`src/rtl/cache_control_pkg.sv`:
```
// Shared types and geometry for the 2-way, 8-set, 16-byte-line cache controller.
// cache_state_t encodes the three controller states.
package cache_control_pkg;

  typedef logic [15:0]  lc3b_word;
  typedef logic [127:0] lc3b_cacheline;

  localparam int NUM_WAYS  = 2;
  localparam int NUM_SETS  = 8;
  localparam int INDEX_MSB = 6;
  localparam int INDEX_LSB = 4;
  localparam int INDEX_W   = INDEX_MSB - INDEX_LSB + 1;

  typedef logic [INDEX_W-1:0] cache_index_t;

  typedef enum logic [1:0] {
    S_IDLE,
    S_WRITEBACK,
    S_ALLOCATE
  } cache_state_t;

  // Performance counters stick at all-ones instead of wrapping.
  function automatic lc3b_word sat_inc(input lc3b_word value);
    return (value == 16'hFFFF) ? value : value + 16'd1;
  endfunction

endpackage

```
`src/rtl/cache_control_if.sv`:
```
// Controller-facing signal bundle: CPU request, datapath status, pmem handshake, array enables.
// master = the controller, slave = the CPU/datapath/memory environment around it.
interface cache_control_if;
  import cache_control_pkg::*;

  logic     mem_read;
  logic     mem_write;
  lc3b_word mem_address;
  logic     mem_resp;

  logic     hit0;
  logic     hit1;
  logic     valid0;
  logic     valid1;
  logic     dirty0;
  logic     dirty1;

  logic     pmem_read;
  logic     pmem_write;
  logic     pmem_resp;

  logic     way_sel;
  logic     load_data;
  logic     load_tag;
  logic     set_valid;
  logic     set_dirty;
  logic     clr_dirty;
  logic     data_src;
  logic     paddr_src;

  lc3b_word hit_count;
  lc3b_word miss_count;

  modport master (
    input  mem_read, mem_write, mem_address,
    input  hit0, hit1, valid0, valid1, dirty0, dirty1,
    input  pmem_resp,
    output mem_resp, pmem_read, pmem_write,
    output way_sel, load_data, load_tag, set_valid, set_dirty, clr_dirty,
    output data_src, paddr_src,
    output hit_count, miss_count
  );

  modport slave (
    output mem_read, mem_write, mem_address,
    output hit0, hit1, valid0, valid1, dirty0, dirty1,
    output pmem_resp,
    input  mem_resp, pmem_read, pmem_write,
    input  way_sel, load_data, load_tag, set_valid, set_dirty, clr_dirty,
    input  data_src, paddr_src,
    input  hit_count, miss_count
  );

endinterface

```
`src/rtl/cache_control_lru.sv`:
```
// Per-set LRU bit: value names the way to evict next. One bit per set,
// asynchronously cleared, combinational read by index, single write port.
module cache_lru
  import cache_control_pkg::*;
(
  input  logic         clk,
  input  logic         rst_n,
  input  cache_index_t rd_index,
  output logic         rd_value,
  input  cache_index_t wr_index,
  input  logic         wr_value,
  input  logic         wr_en
);

  logic lru_reg [NUM_SETS];

  generate
    for (genvar gi = 0; gi < NUM_SETS; gi++) begin : g_set
      always_ff @(posedge clk or negedge rst_n) begin
        if (!rst_n) begin
          lru_reg[gi] <= 1'b0;
        end else if (wr_en && (wr_index == cache_index_t'(gi))) begin
          lru_reg[gi] <= wr_value;
        end
      end
    end
  endgenerate

  assign rd_value = lru_reg[rd_index];

endmodule

```
`src/rtl/cache_control.sv`:
```
// Cache controller FSM: zero-wait hits in IDLE, write-back of dirty victims,
// line allocation from physical memory, LRU replacement and saturating hit/miss counters.
module cache_control
  import cache_control_pkg::*;
(
  input  logic            clk,
  input  logic            rst_n,
  cache_control_if.master bus
);

  cache_state_t state_reg;
  logic         victim_reg;
  lc3b_word     hit_count_reg;
  lc3b_word     miss_count_reg;

  cache_index_t index;
  logic         request;
  logic         any_hit;
  logic         hit_way;
  logic         lru_way;
  logic         victim_next;
  logic         victim_dirty;
  logic         lru_wr_en;
  logic         unused_addr_bits;

  assign index            = bus.mem_address[INDEX_MSB:INDEX_LSB];
  assign unused_addr_bits = ^{bus.mem_address[15:INDEX_MSB+1], bus.mem_address[INDEX_LSB-1:0]};
  assign request          = bus.mem_read | bus.mem_write;
  assign any_hit          = bus.hit0 | bus.hit1;
  assign hit_way          = ~bus.hit0;

  // Empty ways are filled first; only a full set consults the LRU bit.
  assign victim_next  = !bus.valid0 ? 1'b0 : (!bus.valid1 ? 1'b1 : lru_way);
  assign victim_dirty = bus.valid0 & bus.valid1 & (lru_way ? bus.dirty1 : bus.dirty0);
  assign lru_wr_en    = (state_reg == S_IDLE) && request && any_hit;

  cache_lru u_lru (
    .clk      (clk),
    .rst_n    (rst_n),
    .rd_index (index),
    .rd_value (lru_way),
    .wr_index (index),
    .wr_value (~hit_way),
    .wr_en    (lru_wr_en)
  );

  // Outputs are decoded from state and inputs; reset forces every one of them low.
  always_comb begin
    bus.mem_resp   = 1'b0;
    bus.pmem_read  = 1'b0;
    bus.pmem_write = 1'b0;
    bus.way_sel    = 1'b0;
    bus.load_data  = 1'b0;
    bus.load_tag   = 1'b0;
    bus.set_valid  = 1'b0;
    bus.set_dirty  = 1'b0;
    bus.clr_dirty  = 1'b0;
    bus.data_src   = 1'b0;
    bus.paddr_src  = 1'b0;
    if (rst_n) begin
      case (state_reg)
        S_IDLE: begin
          if (request && any_hit) begin
            bus.mem_resp = 1'b1;
            bus.way_sel  = hit_way;
            if (bus.mem_write) begin
              bus.load_data = 1'b1;
              bus.set_dirty = 1'b1;
            end
          end
        end
        S_WRITEBACK: begin
          bus.pmem_write = 1'b1;
          bus.paddr_src  = 1'b1;
          bus.way_sel    = victim_reg;
        end
        S_ALLOCATE: begin
          bus.pmem_read = 1'b1;
          bus.way_sel   = victim_reg;
          if (bus.pmem_resp) begin
            bus.load_data = 1'b1;
            bus.data_src  = 1'b1;
            bus.load_tag  = 1'b1;
            bus.set_valid = 1'b1;
            bus.clr_dirty = 1'b1;
          end
        end
        default: ;
      endcase
    end
  end

  always_ff @(posedge clk or negedge rst_n) begin
    if (!rst_n) begin
      state_reg      <= S_IDLE;
      victim_reg     <= 1'b0;
      hit_count_reg  <= '0;
      miss_count_reg <= '0;
    end else begin
      case (state_reg)
        S_IDLE: begin
          if (request) begin
            if (any_hit) begin
              hit_count_reg <= sat_inc(hit_count_reg);
            end else begin
              victim_reg     <= victim_next;
              miss_count_reg <= sat_inc(miss_count_reg);
              state_reg      <= victim_dirty ? S_WRITEBACK : S_ALLOCATE;
            end
          end
        end
        S_WRITEBACK: begin
          // An abandoned request still finishes the write-back, then gives up.
          if (bus.pmem_resp) begin
            state_reg <= request ? S_ALLOCATE : S_IDLE;
          end
        end
        S_ALLOCATE: begin
          if (bus.pmem_resp) begin
            state_reg <= S_IDLE;
          end
        end
        default: state_reg <= S_IDLE;
      endcase
    end
  end

  assign bus.hit_count  = hit_count_reg;
  assign bus.miss_count = miss_count_reg;

endmodule
```
`src/flat_wrapper.sv`:
```
// flat-port wrapper written by rule: the top's interface ports become plain ports
module cache_control_flat import cache_control_pkg::*;
  (clk, rst_n, bus_mem_read, bus_mem_write, bus_mem_address, bus_hit0, bus_hit1, bus_valid0, bus_valid1, bus_dirty0, bus_dirty1, bus_pmem_resp, bus_mem_resp, bus_pmem_read, bus_pmem_write, bus_way_sel, bus_load_data, bus_load_tag, bus_set_valid, bus_set_dirty, bus_clr_dirty, bus_data_src, bus_paddr_src, bus_hit_count, bus_miss_count);
  cache_control_if bus_i ();
  input  logic clk;
  input  logic rst_n;
  input wire logic [$bits(bus_i.mem_read)-1:0] bus_mem_read;
  input wire logic [$bits(bus_i.mem_write)-1:0] bus_mem_write;
  input wire logic [$bits(bus_i.mem_address)-1:0] bus_mem_address;
  input wire logic [$bits(bus_i.hit0)-1:0] bus_hit0;
  input wire logic [$bits(bus_i.hit1)-1:0] bus_hit1;
  input wire logic [$bits(bus_i.valid0)-1:0] bus_valid0;
  input wire logic [$bits(bus_i.valid1)-1:0] bus_valid1;
  input wire logic [$bits(bus_i.dirty0)-1:0] bus_dirty0;
  input wire logic [$bits(bus_i.dirty1)-1:0] bus_dirty1;
  input wire logic [$bits(bus_i.pmem_resp)-1:0] bus_pmem_resp;
  output wire logic [$bits(bus_i.mem_resp)-1:0] bus_mem_resp;
  output wire logic [$bits(bus_i.pmem_read)-1:0] bus_pmem_read;
  output wire logic [$bits(bus_i.pmem_write)-1:0] bus_pmem_write;
  output wire logic [$bits(bus_i.way_sel)-1:0] bus_way_sel;
  output wire logic [$bits(bus_i.load_data)-1:0] bus_load_data;
  output wire logic [$bits(bus_i.load_tag)-1:0] bus_load_tag;
  output wire logic [$bits(bus_i.set_valid)-1:0] bus_set_valid;
  output wire logic [$bits(bus_i.set_dirty)-1:0] bus_set_dirty;
  output wire logic [$bits(bus_i.clr_dirty)-1:0] bus_clr_dirty;
  output wire logic [$bits(bus_i.data_src)-1:0] bus_data_src;
  output wire logic [$bits(bus_i.paddr_src)-1:0] bus_paddr_src;
  output wire logic [$bits(bus_i.hit_count)-1:0] bus_hit_count;
  output wire logic [$bits(bus_i.miss_count)-1:0] bus_miss_count;
  assign bus_i.mem_read = bus_mem_read;
  assign bus_i.mem_write = bus_mem_write;
  assign bus_i.mem_address = bus_mem_address;
  assign bus_i.hit0 = bus_hit0;
  assign bus_i.hit1 = bus_hit1;
  assign bus_i.valid0 = bus_valid0;
  assign bus_i.valid1 = bus_valid1;
  assign bus_i.dirty0 = bus_dirty0;
  assign bus_i.dirty1 = bus_dirty1;
  assign bus_i.pmem_resp = bus_pmem_resp;
  assign bus_mem_resp = bus_i.mem_resp;
  assign bus_pmem_read = bus_i.pmem_read;
  assign bus_pmem_write = bus_i.pmem_write;
  assign bus_way_sel = bus_i.way_sel;
  assign bus_load_data = bus_i.load_data;
  assign bus_load_tag = bus_i.load_tag;
  assign bus_set_valid = bus_i.set_valid;
  assign bus_set_dirty = bus_i.set_dirty;
  assign bus_clr_dirty = bus_i.clr_dirty;
  assign bus_data_src = bus_i.data_src;
  assign bus_paddr_src = bus_i.paddr_src;
  assign bus_hit_count = bus_i.hit_count;
  assign bus_miss_count = bus_i.miss_count;
  cache_control u_core (.clk(clk), .rst_n(rst_n), .bus(bus_i));
endmodule
```
`config.mk`:
```
export PLATFORM = sky130hd
export DESIGN_NAME = cache_control_flat
export DESIGN_NICKNAME = d
export VERILOG_FILES = /design/src/rtl/cache_control_pkg.sv /design/src/rtl/cache_control_if.sv /design/src/rtl/cache_control_lru.sv /design/src/rtl/cache_control.sv /design/src/flat_wrapper.sv
export SDC_FILE = /design/constraint.sdc
export NUM_CORES = 1
export LEC_CHECK = 0
export BUFFER_PORTS_ARGS = -buffer_cell sky130_fd_sc_hd__buf_2
export CAP_MARGIN = 20
export CORE_MARGIN = 5
export CORE_UTILIZATION = 30
export DETAILED_ROUTE_END_ITERATION = 10
export PLACE_DENSITY_LB_ADDON = 0.08
export SYNTH_ARGS = -nofsm -noshare
export SYNTH_HDL_FRONTEND = slang
export SYNTH_SLANG_ARGS = --single-unit
```
`constraint.sdc`:
```
create_clock -name clk -period 3.45 [get_ports clk]
set_input_delay 0.69 -clock clk [delete_from_list [all_inputs] [get_ports clk]]
set_output_delay 0.69 -clock clk [all_outputs]
set_load 0.1 [all_outputs]
```
Word level (Yosys, flattened, before mapping)
Cells that the tools add are included.
{ "word_totals": {"latch_bits": 0, "mem_count": 0, "ramBits": 0, "wordCells": 89, "mem_bits_ro": 0, "in_bits": 27, "out_inout_bits": 43, "regBits": 43} }
{ "op_classes": {"bitwise": 9, "mul": 0, "eq_ne": 15, "n_reduce_logical": 18, "div": 0, "n_shift": 0, "muxes": 32, "addsub": 2, "n_lt_le_gt_ge": 1} }
{ "op_table": {"columns": ["op", "n"], "rows": [
  ["16-bit by 1-bit adder with 16-bit output (second input constant)", 2],
  ["16-bit == test (second input constant)", 2],
  ["1-bit 2-to-1 mux", 22],
  ["3-bit == test (second input constant)", 4],
  ["2-bit 2-to-1 mux", 6],
  ["4-bit AND reduction", 3],
  ["1-bit logical AND", 11],
  ["3-bit by 2-bit == test with 1-bit output (second input constant)", 2],
  ["2-bit inequality test (second input constant)", 3],
  ["2-bit case mux with 3 select lines", 1],
  ["4-bit >= comparator (second input constant)", 1],
  ["1-bit NOT", 4],
  ["3-bit NOT with 4-bit output", 1],
  ["1-bit case mux with 2 select lines", 2],
  ["1-bit binary-select mux with 3-bit select", 1],
  ["3-bit by 1-bit == test with 1-bit output (second input constant)", 1],
  ["3-bit logical NOT", 1],
  ["3-bit AND reduction", 1],
  ["1-bit bitwise AND", 2],
  ["2-bit by 1-bit == test with 1-bit output (second input constant)", 1],
  ["2-bit == test (second input constant)", 1],
  ["2-bit logical NOT", 1],
  ["2-bit by 1-bit inequality test with 1-bit output (second input constant)", 1],
  ["1-bit bitwise OR", 2],
  ["2-bit OR reduction", 1]
]} }

Depth between registers and ports, before layout
Gate-level depths: netlist of the first run.
{ "logic_depth": {"word_depth": 10, "mapped_depth": 7, "mapped_depth_nobuf": 6} }

By module
From an unflattened synthesis of the first run, not the netlist that was laid out.
{ "hier_totals": {"cells_unflattened": 212, "hier_area_um2": 2327.2} }
{ "by_module_without_submodules": {"columns": ["mod", "area_each_um2", "cells_per_inst", "n_inst", "seq_area_each_um2"], "rows": [
  ["cache_control", 1894.3, 185, 1, 875.8],
  ["cache_lru", 432.9, 27, 1, 200.2]
]} }

Least setup slack after synthesis of the first run
No wires, ideal clock.
{ "synth_path": {"path_type": "in2out", "start": "input port bus_mem_write", "end": "output port bus_way_sel", "path_buffers": 1, "arrival_time_ps": 3363, "stages": 5, "setup_slack_ps": -603, "required_ps": 2760, "path_cell_list": "o221ai_2 -> clkbuf_1 -> nor2_1 -> a21oi_1 -> nor3b_1"} }
{ "synth_between": {"elab_chain_len": 5} }
{ "synth_rtl": {"columns": ["item", "line", "text"], "rows": [
  ["start: declaration", "flat_wrapper.sv:8", "input wire logic [$bits(bus_i.mem_write)-1:0] bus_mem_write;"],
  ["1-bit bitwise OR", "cache_control.sv:28", "assign request = bus.mem_read | bus.mem_write;"],
  ["1-bit logical AND", "cache_control.sv:63", "if (request && any_hit) begin"],
  ["1-bit 2-to-1 mux", "cache_control.sv:63", null],
  ["1-bit case mux with 2 select lines", "cache_control.sv:61", "case (state_reg)"],
  ["1-bit 2-to-1 mux", "cache_control.sv:60", "if (rst_n) begin"],
  ["end: declaration", "flat_wrapper.sv:20", "output wire logic [$bits(bus_i.way_sel)-1:0] bus_way_sel;"]
]} }
Every way passes these cells.

Worst setup path in the final report of the first run
{ "layout_path": {"start": "register u_core.state_reg[1]", "end": "output port bus_mem_resp"} }
{ "layout_between": {"elab_chain_len": 3} }
{ "layout_rtl": {"columns": ["item", "line", "text"], "rows": [
  ["start: declaration", "cache_control.sv:11", "cache_state_t state_reg;"],
  ["start signal: assignment", "cache_control.sv:108", "state_reg <= victim_dirty ? S_WRITEBACK : S_ALLOCATE;"],
  ["start signal: assignment", "cache_control.sv:115", "state_reg <= request ? S_ALLOCATE : S_IDLE;"],
  ["2-bit logical NOT", "cache_control.sv:61", null],
  ["1-bit 2-to-1 mux", "cache_control.sv:61", null],
  ["1-bit 2-to-1 mux", "cache_control.sv:60", null],
  ["end: declaration", "flat_wrapper.sv:17", "output wire logic [$bits(bus_i.mem_resp)-1:0] bus_mem_resp;"]
]} }
Every way passes these cells.

==> results of run 1 <==
routing by layer:
layer  up-vias  global-route usage
met2        41               0.166
met3         2              0.0316
met5         -                   0
met4         0              0.0315
li1        941                   -
met1       877               0.155
worst paths after layout:
path / startpoint / to / slack, ns
max in group asynchronous: rst_n / u_core.bus.hit_count[1]$_DFFE_PN0P_ / 2.79
min in group clk: u_core.bus.hit_count[15]$_DFFE_PN0P_ / u_core.bus.hit_count[15]$_DFFE_PN0P_ / 0.49
worst min-delay path: rst_n / u_core.bus.miss_count[2]$_DFFE_PN0P_ / 0.41
worst min register to register: u_core.bus.hit_count[15]$_DFFE_PN0P_ / u_core.bus.hit_count[15]$_DFFE_PN0P_ / 0.49
worst max register to register: u_core.state_reg[1]$_DFFE_PN0P_ / u_core.bus.miss_count[15]$_DFFE_PN0P_ / 1.24
worst max-delay path: u_core.state_reg[1]$_DFFE_PN0P_ / bus_mem_resp / 0.54
layout make-up:
class | instances | area [um^2]
Fill cell | 824 | 4890
Multi-Input combinational cell | 170 | 1270
Sequential cell | 43 | 1080
Timing Repair Buffer | 60 | 310
Tap cell | 102 | 128
Clock buffer | 6 | 72.6
Clock inverter | 2 | 12.5
Inverter | 3 | 11.3
worst register-to-register path, stage by stage, from the launching register on:
cell and delay (ns):
sky130_fd_sc_hd__dfrtp_1 0.40, sky130_fd_sc_hd__inv_1 0.11, sky130_fd_sc_hd__ha_1 0.23, sky130_fd_sc_hd__or3b_4 0.45, sky130_fd_sc_hd__nor4_4 0.47, sky130_fd_sc_hd__nand3_2 0.13
sky130_fd_sc_hd__mux2_4 0.32
kinds of logic after synthesis:
kind of cell	after synthesis	share of synthesized area
compound gates	32	0.0906
xor+xnor	24	0.0875
fa+ha+maj	6	0.0312
buf+inv	13	0.0286
flops	43	0.448
mux	18	0.0880
simple gates	90	0.226
cells in the mapped netlist, drive strengths merged:
cell	n
a211oi	9
nand4	9
o21ai	2
mux4	1
buf	6
inv	3
ha	6
o221ai	2
nand2	18
dfrtp	43
and2	8
nor4b	1
nand3	11
mux2i	5
a21boi	2
clkbuf	4
mux2	12
or3b	1
xnor2	8
nor2	11
and4	3
nor3	7
a21oi	10
a41oi	1
o2bb2ai	1
nor4	4
xor2	16
nand4b	4
o211ai	1
and3	6
or4	1
nor3b	1
and4b	1
a31oi	3
o21bai	1
or2	4
where the power goes:
part	internal (mW)	switching, mW	total, mW
registers	0.629	0.110	0.738
clock network	0.142	0.175	0.317
logic	0.241	0.847	1.09
total	1.01	1.13	2.14
through the flow:
step | setup WS, ns | std cells | area, um^2 | util | total power, mW
after CTS | 0.498 | 386 | 2880 | 0.370 | 2.18
after floorplan | 0.324 | 226 | 2410 | - | 1.65
after global placement | 0.643 | 378 | 2790 | 0.359 | 1.84
after detailed placement | 0.634 | 378 | 2790 | 0.359 | 1.85
after global routing | 0.310 | 386 | 2880 | 0.370 | 2.29
final | 0.540 | 386 | 2880 | 0.370 | 2.14
==> results.txt, run 1 <==
----------------------------------------------------
[Outcome]
  Run status ... finished, final reports clean

[Yosys]
  Share of Yosys cell area claimed by the top area cell type ... 0.448
  Number of nets in the synthesized netlist ... 259
  Seq/Total Area, Yosys ... 0.448
  Total number of yosys warnings ... 0
  Library cells used by synthesis ... 43
  Count of state elements after synthesis ... 43
  Synthesized netlist cell count ... 226
  Synth Cell Area ... 0.00240 mm^2
  Biggest area contributors in the synthesized netlist ... sky130_fd_sc_hd__dfrtp_1 (45%), sky130_fd_sc_hd__xor2_1 (5.8%), sky130_fd_sc_hd__mux2_2 (5.2%)
  Average instance area after synthesis ... 10.6 um^2
  Cell type contributing the most total cell area after synthesis ... sky130_fd_sc_hd__dfrtp_1

[Global route]
  Via count of the first global-routing pass ... 1,838
  Antenna violations before repair ... 0
  Maximum number of pins on one net before global-route repair ... 26
  Overall routing resource usage ... 0.111
  Wire length of the first global-routing pass ... 8990 um
  Remaining global-route overflow ... 0

[Layout]
  Total inserted antenna cells ... 0
  Final layout net count ... 316
  Area growth from synthesis to final layout ... 19.7%
  Most common cell after layout, fill and taps aside ... sky130_fd_sc_hd__buf_2
  Most frequent cells in the layout ... sky130_fd_sc_hd__buf_2 (56), sky130_fd_sc_hd__dfrtp_1 (43), sky130_fd_sc_hd__nand2_1 (18), sky130_fd_sc_hd__xor2_1 (16), sky130_fd_sc_hd__mux2_2 (11)
  Ratio of cells with drive above 1 in the final layout ... 0.331

[Clocking]
  CTS tree ... yes
  Clock latency at the later pin of the worst-skew pair ... 0.29 ns
  Cells resized by post-CTS repair ... 0
  Clock tree sinks ... 43
  Post-CTS clock slew at the launch and capture registers of the worst setup and hold paths ... 0.09 ns
  Number of setup buffers added after CTS ... 0
  Root buffer cell ... sky130_fd_sc_hd__clkbuf_8
  Number of clock buffers inserted by TritonCTS ... 5
  Buffer depth of the longest clock path ... 2
  Number of buffers added to fix hold violations after cts ... 0
  Number of levels in the clock H-tree ... 2

[Routing]
  Count of TritonRoute iterations in the first routing pass ... 4
  Routed length per placed instance ... 13.5 um
  Routed via count ... 1,861
  Post-route ant nets ... 0
  DRT met1 WL ... 2560 um
  Top metal layer carrying routed signals ... met4
  Post-Route WL ... 5220 um
  First DRT Iteration DRCs ... 38
  Met2 WL ... 2320 um
  Post-detailed-route DRC marker count ... 0
  Sum of met3 wire segment lengths after detailed routing ... 303 um
  Number of vias per cell ... 4.82

[Floorplanning]
  Number of cell rows ... 32
  Die width ... 99.5 um
  Core area ... 0.00777 mm^2
  Die footprint ... 0.00990 mm^2
  Initial Util ... 0.309
  Die span in y ... 99.5 um
  Top-level port count ... 70

[Worst setup path]
  Crit end category ... output port
  Category of cells accounting for the largest share of critical-path delay ... simple AND/OR/NAND/NOR gates
  Req. time, crit path ... 2.76 ns
  Critical path start-end classification ... reg -> out
  Number of cell instances on the worst register-to-register path ... 6
  Critical Path Stages ... 6
  Worst path max stage delay ... 0.42 ns
  Ordered list of cells on the worst path ... inv_1, ha_1, o21ai_0, nor2_1, and2_1, buf_2
  Worst Path Buf+Inv ... 2
  Arr. time, crit path ... 2.22 ns
  Crit path max fanout ... 5
  Startpoint type of the worst setup path ... register
  Cell at the slowest stage of the critical path ... sky130_fd_sc_hd__buf_2

[Run]
  Maximum Capacitance Violations ... 0

[STA]
  Final count of hold timing violations ... 0
  Setup violators final ... 0
  Share of the clock period used by the worst path after layout ... 0.843
  Setup repair after global routing missed its margin ... no
  Accumulated negative setup slack ... 0 ns
  Slew Viols, Final ... 0
  Minimum clock period ... 2.91 ns
  Fin Clk Skew ... 0.00759 ns
  Worst slew margin relative to its limit ... 0.662
  Hold Worst Slack ... 0.413 ns
  Transition time at the pin with the least slew margin ... 0.502 ns
  Peak Freq ... 344 MHz

[Placed design]
  Count of buffers inserted at the top-level ports ... 56
  Weighted congestion at the end of routability-driven global placement ... 0.744
  HPWL after DPL ... 3970 um

[Min path]
  Kind of path behind the tightest hold check ... in -> async

[Power and ir drop]
  Standby leakage power ... 1.38 nW
  Peak VDD IR ... 0.881 mV
  Power per cell area ... 745 mW/mm^2

----------------------------------------------------
Power figures use the tool's default switching activity.
==> run 2, diff against run 1 <==
--- a/config.mk
+++ b/config.mk
@@ -5,6 +5,7 @@
 export SDC_FILE = /design/constraint.sdc
 export NUM_CORES = 1
 export LEC_CHECK = 0
+export ABC_AREA = 1
 export BUFFER_PORTS_ARGS = -buffer_cell sky130_fd_sc_hd__buf_2
 export CAP_MARGIN = 20
 export CORE_MARGIN = 5
==> constraint.sdc (replaced) <==
create_clock -name clk -period 2.7 [get_ports clk]
set_input_delay 0.54 -clock clk [delete_from_list [all_inputs] [get_ports clk]]
set_output_delay 0.54 -clock clk [all_outputs]
set_load 0.1 [all_outputs]
==> run 2 against run 1 <==
Effect of this change: first-iteration DRC count rose by 24%; clock power increased by 86%; combinational power grew 72%; synthesized cell count rose by 60%; critical path type unchanged; critical endpoint is now bus_way_sel; largest cell class unchanged.
==> results.txt, run 2 <==
----------------------------------------------------
[Outcome]
  Run status ... finished, final reports clean

[Global route]
  Overall routing resource usage ... 0.123 (+0.0120)
  Remaining global-route overflow ... 0 (unchanged)
  Via count of the first global-routing pass ... 2,310 (+26%)
  Maximum number of pins on one net before global-route repair ... 44 (+69%)
  Antenna violations before repair ... 0 (unchanged)
  Wire length of the first global-routing pass ... 11,300 um (+26%)

[Yosys]
  EDFF count, synth ... 0 (unchanged)
  Total number of yosys warnings ... 0 (unchanged)
  Synthesized netlist cell count ... 361 (+60%)
  Count of state elements after synthesis ... 43 (unchanged)
  Synth Cell Area ... 0.00263 mm^2 (+9.5%)
  Library cells used by synthesis ... 28 (-35%)
  Seq/Total Area, Yosys ... 0.409 (-0.0387)
  Most repeated cell in the gate-level netlist after synthesis ... sky130_fd_sc_hd__nand2_1
  Cell type contributing the most total cell area after synthesis ... sky130_fd_sc_hd__dfrtp_1
  Average instance area after synthesis ... 7.29 um^2 (-31%)
  Number of nets in the synthesized netlist ... 394 (+52%)
  Most common library cells after synthesis ... sky130_fd_sc_hd__nand2_1 (122), sky130_fd_sc_hd__dfrtp_1 (43), sky130_fd_sc_hd__inv_1 (42)
  Share of Yosys cell area claimed by the top area cell type ... 0.409 (-0.0387)
  Biggest area contributors in the synthesized netlist ... sky130_fd_sc_hd__dfrtp_1 (41%), sky130_fd_sc_hd__nand2_1 (17%), sky130_fd_sc_hd__inv_1 (6.0%)
  Prevailing post-synth register cell ... sky130_fd_sc_hd__dfrtp_1
  Post-synthesis async set-or-reset flop share ... 1.00 (unchanged)

[STA]
  Slew Viols, Final ... 0 (unchanged)
  Final count of hold timing violations ... 0 (unchanged)
  Hold Worst Slack ... 0.401 ns (-0.0123 ns)
  Setup repair after global routing missed its margin ... no
  Transition time at the pin with the least slew margin ... 0.574 ns (+0.0723 ns)
  Minimum clock period ... 2.49 ns
  Fin Clk Skew ... 0.0111 ns (+0.00348 ns)
  Share of the clock period used by the worst path after layout ... 0.922
  Worst slew margin relative to its limit ... 0.617 (-0.0447)
  Setup violators final ... 0 (unchanged)
  Setup WS post-layout ... 0.211 ns (-0.329 ns)
  Peak Freq ... 402 MHz

[Layout]
  Total inserted antenna cells ... 0 (unchanged)
  Most frequent cells in the layout ... sky130_fd_sc_hd__nand2_1 (121), sky130_fd_sc_hd__buf_2 (45), sky130_fd_sc_hd__dfrtp_1 (43), sky130_fd_sc_hd__inv_1 (42), sky130_fd_sc_hd__nor2_1 (27)
  Ratio of cells with drive above 1 in the final layout ... 0.189 (-0.142)
  Fraction of the core area covered by cells at the end of the flow ... 0.383 (+0.0129)
  Final layout net count ... 449 (+42%)
  Most common cell after layout, fill and taps aside ... sky130_fd_sc_hd__nand2_1
  Area growth from synthesis to final layout ... 25.8%

[Routing]
  First DRT Iteration DRCs ... 47 (+24%)
  Count of TritonRoute iterations in the first routing pass ... 4 (unchanged)
  Post-Route WL ... 6380 um (+22%)
  Routed length per placed instance ... 12.2 um (-10%)
  Post-detailed-route DRC marker count ... 0 (unchanged)
  Routed via count ... 2,349 (+26%)
  Post-route ant nets ... 0 (unchanged)
  Number of vias per cell ... 4.47 (-7.2%)

[Worst setup path]
  Critical path start-end classification ... reg -> out
  Req. time, crit path ... 2.16 ns (-0.60 ns)
  Startpoint type of the worst setup path ... register
  Arr. time, crit path ... 1.95 ns (-0.27 ns)
  Crit path max fanout ... 4 (-1)
  Setup slack, reg-to-reg ... 0.87 ns (-0.37 ns)
  Endpoint of the most critical register-to-register path ... u_core.bus.miss_count[15]$_DFFE_PN0P_
  Startpoint of the most critical register-to-register path ... u_core.bus.miss_count[0]$_DFFE_PN0P_
  Crit end category ... output port
  Number of cell instances on the worst register-to-register path ... 10 (+4)

[Placed design]
  HPWL after DPL ... 4870 um (+23%)
  Count of buffers inserted at the top-level ports ... 56 (unchanged)
  Pre-CTS WS ... 0.457 ns (-0.177 ns)
  Weighted congestion at the end of routability-driven global placement ... 0.762 (+2.4%)

[Power and ir drop]
  Power per cell area ... 1050 mW/mm^2 (+41%)
  Peak VDD IR ... 0.497 mV (-44%)
  Standby leakage power ... 1.66 nW (+20%)

[Clocking]
  Clock latency at the later pin of the worst-skew pair ... 0.29 ns (about the same)
  Number of levels in the clock H-tree ... 2 (unchanged)
  Post-CTS clock slew at the launch and capture registers of the worst setup and hold paths ... 0.08 ns (about the same)
  Number of buffers added to fix hold violations after cts ... 0 (unchanged)
  Root buffer cell ... sky130_fd_sc_hd__clkbuf_8
  Number of clock buffers inserted by TritonCTS ... 5 (unchanged)
  CTS tree ... yes
  Clock tree sinks ... 43 (unchanged)
  Buffer depth of the longest clock path ... 2 (unchanged)

[Floorplanning]
  Core area ... 0.00864 mm^2 (+11%)
  Die span in y ... 104 um (+4.2%)
  Initial Util ... 0.305 (-0.00475)
  Top-level port count ... 70 (unchanged)
  Die width ... 104 um (+4.2%)
  Number of cell rows ... 34 (+6.3%)
  Die footprint ... 0.0107 mm^2 (+8.5%)

[Min path]
  Kind of path behind the tightest hold check ... in -> async

[Run]
  Maximum Capacitance Violations ... 0 (unchanged)

----------------------------------------------------
[run 2: changes by cell type in the layout (fill, tap and decap cells not counted), moves of 9 or more]
cell,change
sky130_fd_sc_hd__nand2_1,+103
sky130_fd_sc_hd__inv_1,+39
sky130_fd_sc_hd__nor2_1,+17
sky130_fd_sc_hd__nand3_1,+13
sky130_fd_sc_hd__buf_12,+11
sky130_fd_sc_hd__buf_2,-11
sky130_fd_sc_hd__mux2_2,-11
sky130_fd_sc_hd__o21ai_0,+11
sky130_fd_sc_hd__a211oi_1,-9
[run 2: layout make-up]
| class | count | area (um^2) |
|---|---|---|
| sequential | 43 | 1080 |
| timing repair buffer | 57 | 453 |
| multi-input combinational | 264 | 1340 |
| clock inverter | 2 | 60.1 |
| fill | 921 | 5330 |
| tap | 108 | 135 |
| clock buffer | 6 | 72.6 |
| inverter | 45 | 169 |
[run 2: power by group]
group	total (mW)	switching (mW)	internal, mW	leakage, nW
Combinational	1.88	1.46	0.412	1.03
Clock	0.590	0.220	0.370	0.0654
Sequential	1.01	0.180	0.827	0.563
Total	3.47	1.86	1.61	1.66
[run 2: logic make-up (layout without fill, tap and decap cells)]
group                    after synthesis  count (layout)  share of synthesized area
AO/OA/AOI/OAI                         32              32                     0.0651
flip-flops                            43              43                      0.409
adder cells (fa/ha/maj)                6               6                     0.0285
XOR/XNOR                              25              25                     0.0832
AND/OR/NAND/NOR                      201             201                      0.325
buffers and inverters                 54             110                     0.0894
[run 2: repair_timing]
item	in CTS	in global routing
endpoints found under the setup margin	0	1
resized for setup	0	3
setup buffers	0	0
[run 2: how the worst max path moves through the flow]
stage	depth (start not counted)	endpoint	slack, ns	startpoint
2_1_floorplan	8	bus_way_sel	-0.18	u_core.state_reg[0]$_DFFE_PN0P_
3_3_place_gp	9	bus_way_sel	0.51	u_core.state_reg[0]$_DFFE_PN0P_
3_5_place_dp	9	bus_way_sel	0.46	u_core.state_reg[0]$_DFFE_PN0P_
4_1_cts	9	bus_way_sel	0.12	u_core.state_reg[0]$_DFFE_PN0P_
5_1_grt	9	bus_way_sel	0.02	u_core.state_reg[0]$_DFFE_PN0P_
6_report	9	bus_way_sel	0.21	u_core.state_reg[0]$_DFFE_PN0P_
[run 2: through the flow]
stage / cell area (um^2) / instances / TNS (ns) / power [mW]
2_1_floorplan: 2650 / 361 / -0.223 / 2.50
6_report: 3310 / 525 / 0 / 3.47
3_3_place_gp: 3170 / 517 / 0 / 2.90
5_1_grt: 3310 / 525 / 0 / 3.70
3_5_place_dp: 3170 / 517 / 0 / 2.90
4_1_cts: 3300 / 525 / 0 / 3.52
[run 2: critical path: stages, from the launching register on]
cell,delay (ns)
sky130_fd_sc_hd__dfrtp_1,0.42
sky130_fd_sc_hd__inv_1,0.09
sky130_fd_sc_hd__ha_1,0.17
sky130_fd_sc_hd__inv_1,0.08
sky130_fd_sc_hd__nor2_4,0.13
sky130_fd_sc_hd__nand2_2,0.09
sky130_fd_sc_hd__inv_1,0.10
sky130_fd_sc_hd__nand2_1,0.07
sky130_fd_sc_hd__a211oi_2,0.30
sky130_fd_sc_hd__buf_12,0.21
[run 2: routing by layer]
metal,track usage,part of all wire,vias to the layer above
li1,-,-,1242
met1,0.167,0.51,1053
met2,0.189,0.42,49
met3,0.0361,0.055,5
met4,0.0333,0.010,0
met5,0,0,-
